==> config.mk <==
export PLATFORM = sky130hd
export DESIGN_NAME = psychic5_sdram_rom_arbiter
export DESIGN_NICKNAME = d
export VERILOG_FILES = /design/src/rtl/psychic5_sdram_rom_arbiter.sv
export SDC_FILE = /design/constraint.sdc
export NUM_CORES = 1
export LEC_CHECK = 0
export BUFFER_PORTS_ARGS = -buffer_cell sky130_fd_sc_hd__buf_2
export CORE_AREA = 5 5 85 87
export CTS_BUF_LIST = sky130_fd_sc_hd__clkbuf_16
export DETAILED_ROUTE_END_ITERATION = 16
export DIE_AREA = 0 0 90 92
export PLACE_DENSITY = 0.83
export RECOVER_POWER = 25
export SYNTH_ARGS = -nofsm -noshare
export SYNTH_HDL_FRONTEND = slang
export SYNTH_SLANG_ARGS = --single-unit
==> constraint.sdc <==
create_clock -name i_EMU_MCLK -period 3.17 [get_ports i_EMU_MCLK]
set_input_delay 0.1585 -clock i_EMU_MCLK [delete_from_list [all_inputs] [get_ports i_EMU_MCLK]]
set_output_delay 0.1585 -clock i_EMU_MCLK [all_outputs]
set_load 0.03 [all_outputs]
==> src/rtl/psychic5_sdram_rom_arbiter.sv <==
// Two-channel SDRAM read arbiter for the Psychic 5 main CPU and OBJ ROM ports.
// Optional word cache (addr bit 0 hits from the word latch): PSYCHIC5_SDRAM_WORDCACHE_EN.
module psychic5_sdram_rom_arbiter #(
  parameter logic [23:0] MAINCPU_BASE = 24'h000000,
  parameter logic [23:0] OBJROM_BASE  = 24'h010000
) (
  input  logic        i_EMU_MCLK,
  input  logic        i_EMU_INITRST,
  input  logic [16:0] i_MAINCPU_ADDR,
  input  logic        i_MAINCPU_RQ_n,
  output logic [7:0]  o_MAINCPU_DATA,
  input  logic [16:0] i_OBJROM_ADDR,
  input  logic        i_OBJROM_RQ_n,
  output logic [7:0]  o_OBJROM_DATA,
  output logic [23:0] o_SDRAM_ADDR,
  output logic        o_SDRAM_RD,
  input  logic [15:0] i_SDRAM_DATA,
  input  logic        i_SDRAM_ACK
);

  localparam logic [0:0] S_IDLE = 1'b0;
  localparam logic [0:0] S_READ = 1'b1;

`ifdef PSYCHIC5_SDRAM_WORDCACHE_EN
  localparam logic [16:0] TAG_MASK = 17'h1FFFE;
`else
  localparam logic [16:0] TAG_MASK = 17'h1FFFF;
`endif

  logic [0:0]  r_state;
  logic [23:0] r_sdram_addr;
  logic        r_sdram_rd;
  logic [16:0] r_req_addr;
  logic        r_grant_obj;
  logic        r_last_obj;
  logic [16:0] r_main_tag;
  logic        r_main_valid;
  logic [15:0] r_main_word;
  logic [7:0]  r_main_data;
  logic [16:0] r_obj_tag;
  logic        r_obj_valid;
  logic [15:0] r_obj_word;
  logic [7:0]  r_obj_data;

  logic        w_main_hit;
  logic        w_obj_hit;
  logic        w_main_pend;
  logic        w_obj_pend;
  logic        w_grant_obj;
  logic [16:0] w_req_addr;
  logic [23:0] w_sdram_addr;
  logic        w_ack;

  assign w_main_hit  = r_main_valid && (((i_MAINCPU_ADDR ^ r_main_tag) & TAG_MASK) == 17'h00000);
  assign w_obj_hit   = r_obj_valid  && (((i_OBJROM_ADDR  ^ r_obj_tag)  & TAG_MASK) == 17'h00000);
  assign w_main_pend = !i_MAINCPU_RQ_n && !w_main_hit;
  assign w_obj_pend  = !i_OBJROM_RQ_n  && !w_obj_hit;
  // On a tie the channel not served last wins.
  assign w_grant_obj  = w_obj_pend && (!w_main_pend || !r_last_obj);
  assign w_req_addr   = w_grant_obj ? i_OBJROM_ADDR : i_MAINCPU_ADDR;
  assign w_sdram_addr = (w_grant_obj ? OBJROM_BASE : MAINCPU_BASE) + {8'h00, w_req_addr[16:1]};
  assign w_ack        = (r_state == S_READ) && i_SDRAM_ACK;

  always_ff @(posedge i_EMU_MCLK) begin
    if (i_EMU_INITRST) begin
      r_state      <= S_IDLE;
      r_sdram_addr <= 24'h000000;
      r_sdram_rd   <= 1'b0;
      r_req_addr   <= 17'h00000;
      r_grant_obj  <= 1'b0;
      r_last_obj   <= 1'b0;
      r_main_tag   <= 17'h00000;
      r_main_valid <= 1'b0;
      r_main_word  <= 16'h0000;
      r_obj_tag    <= 17'h00000;
      r_obj_valid  <= 1'b0;
      r_obj_word   <= 16'h0000;
    end else begin
      case (r_state)
        S_IDLE: begin
          if (w_main_pend || w_obj_pend) begin
            r_state      <= S_READ;
            r_sdram_rd   <= 1'b1;
            r_sdram_addr <= w_sdram_addr;
            r_req_addr   <= w_req_addr;
            r_grant_obj  <= w_grant_obj;
          end
        end
        S_READ: begin
          if (i_SDRAM_ACK) begin
            r_state    <= S_IDLE;
            r_sdram_rd <= 1'b0;
            r_last_obj <= r_grant_obj;
            if (r_grant_obj) begin
              r_obj_word  <= i_SDRAM_DATA;
              r_obj_tag   <= r_req_addr;
              r_obj_valid <= 1'b1;
            end else begin
              r_main_word  <= i_SDRAM_DATA;
              r_main_tag   <= r_req_addr;
              r_main_valid <= 1'b1;
            end
          end
        end
        default: begin
          r_state    <= S_IDLE;
          r_sdram_rd <= 1'b0;
        end
      endcase
    end
  end

  // Byte outputs: loaded from the returning word on ack, optionally re-selected on a word hit.
  always_ff @(posedge i_EMU_MCLK) begin
    if (i_EMU_INITRST) begin
      r_main_data <= 8'h00;
      r_obj_data  <= 8'h00;
    end else begin
      if (w_ack && !r_grant_obj) begin
        r_main_data <= r_req_addr[0] ? i_SDRAM_DATA[15:8] : i_SDRAM_DATA[7:0];
`ifdef PSYCHIC5_SDRAM_WORDCACHE_EN
      end else if (!i_MAINCPU_RQ_n && w_main_hit) begin
        r_main_data <= i_MAINCPU_ADDR[0] ? r_main_word[15:8] : r_main_word[7:0];
`endif
      end
      if (w_ack && r_grant_obj) begin
        r_obj_data <= r_req_addr[0] ? i_SDRAM_DATA[15:8] : i_SDRAM_DATA[7:0];
`ifdef PSYCHIC5_SDRAM_WORDCACHE_EN
      end else if (!i_OBJROM_RQ_n && w_obj_hit) begin
        r_obj_data <= i_OBJROM_ADDR[0] ? r_obj_word[15:8] : r_obj_word[7:0];
`endif
      end
    end
  end

  assign o_SDRAM_ADDR   = r_sdram_addr;
  assign o_SDRAM_RD     = r_sdram_rd;
  assign o_MAINCPU_DATA = r_main_data;
  assign o_OBJROM_DATA  = r_obj_data;

endmodule

### Yosys cells after proc, flatten, opt, wreduce, memory -nomap -nowiden

Cells that the tools add are included.
W data, S select, Z words.

| word-level totals | value |
|---|---|
| ROM bits | 0 |
| bits in latches | 0 |
| logic and storage cells | 52 |
| flip-flop bits (word level) | 97 |
| memories | 0 |
| RAM bits | 0 |

| operators by class | value |
|---|---|
| $mul | 0 |
| equality and inequality tests | 2 |
| add/subtract/negate cells | 1 |
| multiplexer cells | 9 |
| magnitude comparators | 0 |
| shift operators | 0 |
| div/mod/pow operators | 0 |
| reductions and logical operators | 24 |
| bitwise gates (word level) | 4 |

Operator list:

| kind | number |
|---|---|
| $logic_not A17 Y1 | 2 |
| $mux W17 | 2 |
| $xor A17 B17 Y17 | 2 |
| $add A17 B16 Y18 | 1 |
| $logic_and A1 B1 Y1 | 8 |
| $mux W8 | 1 |
| $logic_not A1 Y1 | 7 |
| $reduce_and A2 Y1 | 3 |
| $reduce_and A3 Y1 | 2 |
| $mux W1 | 4 |
| $ne A2 B2 Y1 const B | 2 |
| $pmux W1 S2 | 2 |
| $logic_or A1 B1 Y1 | 2 |
| $not A1 Y1 | 2 |

### Longest topological paths before layout

Gate-level depths: netlist (run 1).

| depth | value |
|---|---|
| word-level depth | 10 |
| mapped depth | 8 |

### Least setup slack after synthesis (run 1)

Ideal clock, no wire load.

| timing path | value |
|---|---|
| kind | flip-flop to flip-flop |
| start | reg r_main_tag[12] |
| end | reg r_sdram_addr[15] (netlist: o_SDRAM_ADDR[15]) |
| path slack | 1.418 ns |
| setup time | 0.088 ns |
| data required time | 3.082 ns |
| path buffers | 2 |
| stages on the path, launching flop included | 9 |
| data arrival time | 1.664 ns |
| cell sequence | dfxtp_1 xor2_1 nor4_1 and3_1 a211oi_1 or2_1 buf_6 buf_6 a311oi_2 |

| on the way | value |
|---|---|
| cells in the longest elaborated chain, start to end | 10 |
| elaborated cells between the ends (all ways) | 12 |
| classes of those cells | 1 x add/sub; 1 x mux; 1 x bitwise; 9 x reduce/logical |

RTL lines:

| element | line | text |
|---|---|---|
| from (decl) | 36 | `logic [16:0] r_main_tag;` |
| from (signal assigned) | 100 | `r_main_tag <= r_req_addr;` |
| $xor A17 B17 Y17 (*) | 54 | `assign w_main_hit = r_main_valid && (((i_MAINCPU_ADDR ^ r_main_tag) & TAG_MASK) == 17'h00000);` |
| $logic_not A17 Y1 (*) | 54 |  |
| $logic_and A1 B1 Y1 (*) | 54 |  |
| $logic_not A1 Y1 (*) | 56 | `assign w_main_pend = !i_MAINCPU_RQ_n && !w_main_hit;` |
| $logic_and A1 B1 Y1 (*) | 56 |  |
| $logic_not A1 Y1 | 59 | `assign w_grant_obj = w_obj_pend && (!w_main_pend \|\| !r_last_obj);` |
| $logic_or A1 B1 Y1 | 59 |  |
| $logic_and A1 B1 Y1 | 59 |  |
| $mux W17 | 60 | `assign w_req_addr = w_grant_obj ? i_OBJROM_ADDR : i_MAINCPU_ADDR;` |
| $add A17 B16 Y18 | 61 | `assign w_sdram_addr = (w_grant_obj ? OBJROM_BASE : MAINCPU_BASE) + {8'h00, w_req_addr[16:1]};` |
| to (signal assigned) | 84 | `r_sdram_addr <= w_sdram_addr;` |
| to (decl) | 31 | `logic [23:0] r_sdram_addr;` |

Every way passes the cells marked *; elsewhere a longest branch is shown, timed or not.
A chain may end at the register's enable or synchronous reset.

### Worst setup path in the final report (run 1)

| timing path | value |
|---|---|
| start | reg r_obj_tag[0] |
| end | reg r_req_addr[15] |

| on the way | value |
|---|---|
| cells in the longest elaborated chain, start to end | 7 |
| elaborated cells between the ends (all ways) | 9 |
| classes of those cells | 1 x mux; 1 x bitwise; 7 x reduce/logical |

RTL lines:

| element | line | text |
|---|---|---|
| from (decl) | 40 | `logic [16:0] r_obj_tag;` |
| from (signal assigned) | 96 | `r_obj_tag <= r_req_addr;` |
| $xor A17 B17 Y17 (*) | 55 | `assign w_obj_hit = r_obj_valid && (((i_OBJROM_ADDR ^ r_obj_tag) & TAG_MASK) == 17'h00000);` |
| $logic_not A17 Y1 (*) | 55 |  |
| $logic_and A1 B1 Y1 (*) | 55 |  |
| $logic_not A1 Y1 (*) | 57 | `assign w_obj_pend = !i_OBJROM_RQ_n && !w_obj_hit;` |
| $logic_and A1 B1 Y1 (*) | 57 |  |
| $logic_and A1 B1 Y1 or $logic_or A1 B1 Y1 (tied branches) | 59, 81 |  |
| $mux W17 or $reduce_and A2 Y1 (tied branches) | - |  |
| to (signal assigned) | 85 | `r_req_addr <= w_req_addr;` |
| to (decl) | 33 | `logic [16:0] r_req_addr;` |

Marked as above.

==> impl_metrics.toml, run 1 <==
[run_status]
status = "finished, final reports clean"

[placed_design]
io_buffers = 88
placed_area_um2 = 3760
hpwl_mm = 6.67
routabilityCongestion = 0.883

[final_layout]
drive_gt1_share_pct = 20.3
syn_to_final_growth_pct = 14.4
nets = 524
design_area_um2 = 3980
n_antenna_cell = 0

[synth]
yosysUniqueCellTypes = 31
avgSynthCellArea_um2 = 8.43
yosysWarnings = 0
synthCells = 413
synthTopCellsByArea = "dfxtp_1 (42%), nand2_1 (7.5%), xnor2_1 (6.5%)"
yosys_register_bits = 73
synth_area_um2 = 3480
yosysSeqAreaShare_pct = 42.0
synth.largest_area_cell = "dfxtp_1"
synth_top_area_share_pct = 42.0

[timing]
tightest_slew_ps = 854
rsz0062_at_grt = "false"
finalCritPeriodShare_pct = 77.2
final-hold-violation-count = 0
fmaxAchievable_ghz = 0.409
setup_viol = 0
timing.setup.tns_ps = 0
maxSlewViolCount = 0
period_minus_slack_ps = 2450
fin_worst_skew_ps = 5.16
maxSlewHeadroom_pct = 43.1

[clock_network]
postCtsHoldBufs = 0
cts.repair.resized = 0
cts_buffers = 9
clk_pin_slew_ps = 60
postCtsSetupBuffers = 0
cts_buffer_depth = 2
clock_latency_ps = 330
clockRootBuffer = "clkbuf_16"
clock-sinks = 73
cts_tree = "built"
cts_max_level = 3

[flow_run]
drv_cap = 0

[drt]
first_pass_iters = 5
drt-total-wl_mm = 9.45
dr.first_iter.drc_count = 241
wl_per_cell_um = 17.2
post-route-drc-count = 0
dr_total_vias = 3164
ant_nets = 0
vias_per_cell = 5.76

[global_routing]
grt_max_degree = 39
first_global_vias = 3127
grt_overflow = 0
grt_pass1_wl_mm = 15.3
antenna_found_initial = 0
grt_usage_pct = 22.7

[floorplan]
chipHeight_um = 92
die_area_um2 = 8280
die_w_um = 90
io_pins = 96
fp.coreArea_um2 = 6280
initial_utilization_pct = 55.5
rows = 29

[critical_path]
cp-start-kind = "register"
path_class = "reg2reg"
cp-end-kind = "register"
arrival_ps = 2680
path_max_fanout = 20
slowest_delay_ps = 520
cp.required_ps = 3400
critical_path.slowest_cell = "or2_1"
cp_cell_sequence = "xnor2_1, nand4_1, nor3_1, a211oi_2, buf_4, or2_1, a311oi_1"

[hold_path]
hp-class = "in2reg"

[power]
power.density_nw_per_um2 = 563
total_leakage_power_nw = 1.45
irDropWorstVdd_uv = 347
report_power, final:
| group | internal [mW] | total, mW | leakage (nW) | switching, mW |
|---|---|---|---|---|
| clock network | 0.511 | 0.871 | 0.122 | 0.359 |
| registers | 0.964 | 1.02 | 0.596 | 0.0506 |
| logic | 0.121 | 0.355 | 0.728 | 0.234 |
sequential cells by signal (all words and copies together), names as in the netlist:
signal and cells:
o_MAINCPU_DATA 8, o_OBJROM_DATA 8, o_SDRAM_ADDR 2, o_SDRAM_RD 1
r_last_obj 1, r_main_tag 17, r_main_valid 1, r_obj_tag 17
r_obj_valid 1, r_req_addr 16, r_state 1
final cells by class:
| class | count | area [um2] |
|---|---|---|
| clock buffer | 9 | 225 |
| clock inverter | 5 | 25.0 |
| fill | 552 | 2290 |
| multi-input combinational | 291 | 1720 |
| sequential | 73 | 1460 |
| tap | 77 | 96.3 |
| timing repair buffer | 94 | 453 |
cell families (layout without fill, tap and decap cells):
family,count (synthesis),count (layout),share of synthesized area [%]
buffers and inverters,55,108,9.56
AOI/OAI and AO/OA,95,95,18.9
DFF,73,73,42.0
xor gates and xnor gates,34,34,8.56
other,1,7,0.108
and+or+nand+nor,147,147,18.6
muxes,8,8,2.30
metal layers:
layer	routed length [um]	GRT usage [%]	vias up	share of wire, %
li1	-	-	1516	-
met4	169	8.93	0	1.8
met5	0	0	-	0
met2	4510	38.0	167	48
met3	849	4.99	15	9.0
met1	3910	28.6	1466	41
final timing paths:
check                             startpoint        endpoint  slack [ps]  depth (start not counted)
worst max-delay path            r_obj_tag[0]  r_req_addr[15]         720                          7
worst min-delay path             i_SDRAM_ACK         r_state          70                          2
worst max register to register  r_obj_tag[0]  r_req_addr[15]         720                          7
worst min register to register   r_obj_valid     r_obj_valid         460                          2
layout by cell type, fill, tap and decap left out, types with 17 or more instances in the layout:
master and count:
nand3_1 18, nor3_1 19, clkbuf_1 26, nor2_1 22, buf_2 62, xnor2_1 26, a21oi_1 39, dfxtp_1 73
nand2_1 70, a211oi_1 17
critical path: cells and delay by family (launching register included):
kind	cells	cell delay [ps]
flops	1	320
simple gates	3	1130
compound gates	2	470
buf+inv	1	230
xor+xnor	1	200
cells in the mapped netlist:
master	n
buf_4	28
nor4_1	2
xnor2_1	26
buf_6	2
buf_2	5
a21oi_2	1
o21ai_1	1
a21oi_1	39
nor3_2	1
or3_1	1
and3_1	3
dfxtp_1	73
or2_2	1
nand2_1	70
buf_1	1
a21o_1	2
or2_1	1
a311oi_1	7
nor2_1	23
nand4_1	6
clkbuf_1	19
conb_1	1
mux2i_1	8
a211oi_1	19
a311oi_2	10
o21ai_0	16
nor3_1	19
nand3_1	18
or3b_1	1
xor2_1	8
nand2b_1	1
stage by stage:
stage | worst slack [ps] | hold WS, ps | total power [mW] | utilization [%] | std cells
after floorplan | 1420 | 258 | 1.31 | - | 419
after global placement | 870 | 395 | 1.38 | 60.0 | 535
after detailed placement | 808 | 398 | 1.39 | 60.0 | 535
after CTS | 741 | 60.9 | 2.25 | 64.0 | 549
after global routing | 545 | 86.6 | 2.33 | 63.4 | 549
final | 723 | 67.5 | 2.24 | 63.4 | 549
Power figures use the tool's default switching activity.
==> inputs of run 2 (changes only) <==
--- a/config.mk
+++ b/config.mk
@@ -5,12 +5,13 @@
 export SDC_FILE = /design/constraint.sdc
 export NUM_CORES = 1
 export LEC_CHECK = 0
+export ABC_AREA = 1
 export BUFFER_PORTS_ARGS = -buffer_cell sky130_fd_sc_hd__buf_2
-export CORE_AREA = 5 5 85 87
+export CORE_AREA = 5 5 92 94
 export CTS_BUF_LIST = sky130_fd_sc_hd__clkbuf_16
 export DETAILED_ROUTE_END_ITERATION = 16
-export DIE_AREA = 0 0 90 92
-export PLACE_DENSITY = 0.83
+export DIE_AREA = 0 0 97 99
+export PLACE_DENSITY = 0.78
 export RECOVER_POWER = 25
 export SYNTH_ARGS = -nofsm -noshare
 export SYNTH_HDL_FRONTEND = slang
==> constraint.sdc (replaced) <==
create_clock -name i_EMU_MCLK -period 2.5 [get_ports i_EMU_MCLK]
set_input_delay 0.125 -clock i_EMU_MCLK [delete_from_list [all_inputs] [get_ports i_EMU_MCLK]]
set_output_delay 0.125 -clock i_EMU_MCLK [all_outputs]
set_load 0.03 [all_outputs]
==> run 2 against run 1 <==
Total power grew 52%. Global-route usage is 1.6 points lower. Clock-buffer cell count unchanged. Die area is 16% higher. Synthesized cell count increased by 40%. Clock power grew 79%. Design area grew 14%. Clock skew down 1.2 ps. Critical path depth rose by 6. Utilization fell by 3.3 points.
==> impl_metrics.toml, run 2 <==
[run_status]
status = "finished, final reports clean"

[critical_path]
cp-start-kind = "register"
cp-end-kind = "register"
cp_cell_sequence = "inv_1, nand2_1, nand2_1, nor2_1, nand2_1, nor2_2, nand3_2, nand3_4, nand2_8, nand2_1, nand3_1, nand2_1, inv_1"
path_class = "reg2reg"
path_common_cell = "nand2_1"
path_max_fanout = 18
cp_num_buf_inv = 2
r2r_start = "r_main_tag[8]"
arrival_ps = 2080
cp.required_ps = 2730
cpLargestDelayFamily = "simple AND/OR/NAND/NOR gates"
cp-startpoint = "r_main_tag[8]"
slowest_delay_ps = 340
critical_path.slowest_cell = "dfxtp_1"

[floorplan]
fp.coreArea_um2 = 7570
rows = 32
chipHeight_um = 99
io_pins = 96
die_area_um2 = 9600
initial_utilization_pct = 51.1
die_w_um = 97

[drt]
vias_per_cell = 4.96
ant_nets = 0
post-route-drc-count = 0
drt-total-wl_mm = 10.1
dr.first_iter.drc_count = 196
first_pass_iters = 5
wl_per_cell_um = 13.5
dr_total_vias = 3730

[power]
p_clk_share_pct = 45.9
power.density_nw_per_um2 = 747
comb_power_share_pct = 16.1
switching_share_pct = 27.0
p_switching_mw = 0.917
pwr-share-seq_pct = 38.0
internal-power_mw = 2.48
total_leakage_power_nw = 2.23
irDropWorstVdd_uv = 447
finalPower_mw = 3.40

[global_routing]
grt_usage_pct = 21.1
grt_pass1_wl_mm = 16.4
first_global_vias = 3431
antenna_found_initial = 0
grt_overflow = 0
grt_max_degree = 41

[synth]
synth.largest_area_cell = "dfxtp_1"
synth_edf_count = 0
ys.flop_type = "dfxtp_1"
yosysMostFrequentCell = "nand2_1"
avgSynthCellArea_um2 = 6.66
synthTopCellsByArea = "dfxtp_1 (38%), nand2_1 (15%), inv_1 (9.7%)"
yosysUniqueCellTypes = 26
yosysSeqAreaShare_pct = 37.8
synth_top_area_share_pct = 37.8
ys_top_cells_by_count = "nand2_1 (153), inv_1 (100), dfxtp_1 (73), a21oi_1 (69), o21ai_0 (43)"
synth_area_um2 = 3860
synthCells = 580
yosysWarnings = 0
yosys_register_bits = 73
async_flop_share_pct = 0

[hold_path]
hp-class = "in2reg"
min_from = "i_MAINCPU_ADDR[4]"

[final_layout]
num-fill-cells = 690
reg.largest.list = "r_main_tag (17), r_obj_tag (17), r_req_addr (16)"
syn_to_final_growth_pct = 17.8
seq_area_um2 = 1460
multi_input_area_um2 = 1730
drive_gt1_share_pct = 17.4
final_cell_mix = "nand2_1 (153), inv_1 (101), dfxtp_1 (73)"
nets = 700
final_common_cell = "nand2_1"
n_antenna_cell = 0

[clock_network]
clk_pin_slew_ps = 60
clock_latency_ps = 340
postCtsSetupBuffers = 0
postCtsHoldBufs = 0
cts_buffer_depth = 2
cts_max_level = 3
cts_buffers = 9
clockRootBuffer = "clkbuf_16"
clock-sinks = 73
cts_tree = "built"
cts.repair.resized = 0

[placed_design]
hpwl_mm = 7.24
io_buffers = 88
routabilityCongestion = 0.868
pre_cts_ws_ps = 745

[timing]
timing.setup.tns_ps = 0
rsz0062_at_grt = "false"
period_minus_slack_ps = 1850
whs_ps = 107
final-hold-violation-count = 0
finalCritPeriodShare_pct = 74.1
maxSlewViolCount = 0
setup_viol = 0
setup_ws_ps = 647
tightest_slew_ps = 646
maxSlewHeadroom_pct = 56.9
fin_worst_skew_ps = 4.01
fmaxAchievable_ghz = 0.540

[flow_run]
drv_cap = 0
run 2: cell count changes after synthesis, moves of 19 or more:
cell	delta
inv_1	+100
nand2_1	+83
a21oi_1	+30
o21ai_0	+27
a211oi_1	-19
nor3_1	-19
xnor2_1	-19
run 2: logic make-up (layout without fill, tap and decap cells):
logic type                after synthesis  count (layout)  synth area share (%)
and+or+nand+nor                       232             232                  27.5
buffers and inverters                 153             217                  18.1
AOI/OAI and AO/OA                     114             114                  14.8
DFF                                    73              73                  37.8
xor gates and xnor gates                7               7                  1.59
other                                   1               7                0.0971
run 2: worst min-delay path, delay by kind of cell:
kind	cells	cell delay (ps)
AND/OR/NAND/NOR	3	150
buffers and inverters	2	140
run 2: per-layer routing:
layer  global-route usage [%]  up-vias  wire length, um
met1                     26.5     1688             4200
met4                     10.9        0              289
met3                     3.96       28              698
li1                         -     1881                -
met2                     34.6      133             4950
met5                        0        -                0
run 2: per-stage QoR:
step,cell area [um2],cells,util (%)
global route,4550,752,60.1
detailed placement,4220,736,55.8
CTS,4580,752,60.6
finish,4550,752,60.1
floorplan,3890,586,-
global placement,4220,736,55.8
run 2: worst paths after layout:
| path | endpoint | slack [ps] | cells past startpoint |
|---|---|---|---|
| worst max register to register | r_req_addr[9] | 650 | 13 |
| worst max-delay path | r_req_addr[9] | 650 | 13 |
| worst min register to register | o_OBJROM_DATA[0] | 450 | 2 |
| worst min-delay path | r_req_addr[4] | 110 | 5 |
run 2: final cells by class:
class                      count  area share, %
sequential                    73           32.1
clock inverter                 7           2.94
timing repair buffer          95           10.4
inverter                     106           8.85
clock buffer                   9           4.95
tap                          102           2.80
multi-input combinational    360           37.9
run 2: power by group through the flow:
stage | clock network, mW | logic, mW | registers [mW]
after floorplan | 0 | 0.411 | 1.32
after global placement | 0 | 0.534 | 1.31
after detailed placement | 0 | 0.546 | 1.31
after CTS | 1.56 | 0.553 | 1.29
after global routing | 1.62 | 0.610 | 1.30
final | 1.56 | 0.547 | 1.29
==> inputs of run 3 (changes only) <==
==> constraint.sdc (replaced) <==
create_clock -name i_EMU_MCLK -period 1.8 [get_ports i_EMU_MCLK]
set_input_delay 0.09 -clock i_EMU_MCLK [delete_from_list [all_inputs] [get_ports i_EMU_MCLK]]
set_output_delay 0.09 -clock i_EMU_MCLK [all_outputs]
set_load 0.03 [all_outputs]
==> run 3 against run 2 <==
Via count increased by 1.4%. Fmax increased by 11%. Critical path type unchanged. Sequential cell count unchanged. Non-clock buffer count increased by 5. Utilization increased by 0.98 points.
==> impl_metrics.toml, run 3 (same netlist as run 2, synthesis figures left out) <==
[run_status]
status = "finished, final reports clean"

[flow_run]
drv_cap = 0

[hold_path]
hp-class = "in2reg"
min_from = "i_EMU_INITRST"
holdPathStages = 4
whs_endpoint = "r_obj_tag[2]"

[critical_path]
path_common_cell = "inv_1"
path_class = "reg2reg"
cp_num_buf_inv = 3
rr_worst_depth = 11
critical_path.slowest_cell = "dfxtp_1"
cp_cell_sequence = "inv_1, o21ai_0, nor2_2, nand3_2, nand2_2, nand2_4, nand2_8, inv_8, nand3_1, nand2_1, inv_1"
slowest_delay_ps = 330
r2r_slack_ps = 120
cpLargestDelayFamily = "simple AND/OR/NAND/NOR gates"
arrival_ps = 1900
rr_endpoint = "r_req_addr[9]"
r2r_start = "r_main_tag[15]"
cp-start-kind = "register"
cp.required_ps = 2020
path_max_fanout = 20
cp-end-kind = "register"

[timing]
maxSlewViolCount = 0
setup_viol = 0
final-hold-violation-count = 0
setup_ws_ps = 124
period_minus_slack_ps = 1680
fmaxAchievable_ghz = 0.597
finalCritPeriodShare_pct = 93.1
timing.setup.tns_ps = 0
maxSlewHeadroom_pct = 65.5
tightest_slew_ps = 518
fin_worst_skew_ps = 9.28
whs_ps = 75.8

[global_routing]
grt_overflow = 0
grt_pass1_wl_mm = 16.9
antenna_found_initial = 0
grt_max_degree = 53
grt_usage_pct = 21.5
first_global_vias = 3597

[floorplan]
rows = 32
die_w_um = 97
io_pins = 96
fp.coreArea_um2 = 7570
initial_utilization_pct = 51.1
chipHeight_um = 99
die_area_um2 = 9600

[clock_network]
clock_latency_ps = 330
cts_tree = "built"
postCtsHoldBufs = 0
cts_buffer_depth = 2
cts_max_level = 3
cts_buffers = 9
clk_pin_slew_ps = 60
clock-sinks = 73
clockRootBuffer = "clkbuf_16"

[final_layout]
n_antenna_cell = 0
num-fill-cells = 693
final_cell_mix = "nand2_1 (153), inv_1 (100), dfxtp_1 (71)"
nets = 706
multi_input_area_um2 = 1750
final_util_pct = 61.1
drive_gt1_share_pct = 19.1
seq_area_um2 = 1460
reg.largest.list = "r_main_tag (17), r_obj_tag (17), r_req_addr (16)"
final_common_cell = "nand2_1"
syn_to_final_growth_pct = 19.7

[power]
power.density_nw_per_um2 = 1000
irDropWorstVdd_uv = 551
total_leakage_power_nw = 2.25

[drt]
vias_per_cell = 4.99
first_pass_iters = 6
drt-total-wl_mm = 10.5
dr_total_vias = 3783
dr.first_iter.drc_count = 242
post-route-drc-count = 0
wl_per_cell_um = 13.8
ant_nets = 0

[placed_design]
io_buffers = 88
pre_cts_ws_ps = 25.2
hpwl_mm = 7.26
routabilityCongestion = 0.893
==> run 3: cell types whose count changed in the layout (fill, tap and decap cells not counted), sizes merged <==
| cell | change |
|---|---|
| buf | +5 |
| inv | -1 |
| clkinvlp | +2 |
| bufinv | -1 |
| nand2 | +1 |
==> run 3: power breakdown <==
group          total, mW  internal, mW  switching (mW)
Combinational      0.784         0.256           0.528
Clock               2.05          1.35           0.702
Sequential          1.80          1.72          0.0761
==> run 3: repair_timing <==
action,in CTS,in global routing
gates cloned,0,1
setup buffers,3,0
gates resized for setup,0,7
setup endpoints to repair,1,19
pin swaps,0,3
==> run 3: worst max-delay path by stage <==
| stage | from | endpoint | slack [ps] | cells after the start |
|---|---|---|---|---|
| floorplan | r_obj_tag[9] | r_req_addr[6] | 360 | 14 |
| global placement | r_main_tag[6] | r_req_addr[0] | 70 | 13 |
| detailed placement | r_main_tag[8] | r_req_addr[2] | 30 | 13 |
| CTS | r_main_tag[8] | o_SDRAM_ADDR[16] | 70 | 13 |
| global route | r_main_tag[8] | r_req_addr[15] | -2 | 14 |
| finish | r_main_tag[15] | r_req_addr[9] | 120 | 11 |
==> run 3: per-layer routing <==
metal	part of all wire, %	up-vias	track usage (%)
met2	49	147	37.2
met5	0	-	0
met3	6.3	26	3.89
met1	42	1710	26.5
li1	-	1900	-
met4	2.5	0	8.53
==> run 3: worst min-delay path, stage by stage <==
cell	delay, ps
buf_2	90
inv_1	70
o21ai_0	70
a21oi_1	40
==> run 3: final cells by class <==
class	instances	share of cell area (%)
Sequential cell	73	31.7
Clock buffer	9	4.87
Inverter	106	8.82
Tap cell	102	2.76
Timing Repair Buffer	100	11.6
Clock inverter	7	2.57
Multi-Input combinational cell	361	37.7
==> run 3: metrics by stage <==
stage	total power, mW	std cells	area [um2]
finish	4.64	758	4620
floorplan	2.41	586	3890
CTS	4.63	757	4630
global route	4.83	758	4620
global placement	2.57	738	4250
detailed placement	2.59	738	4250
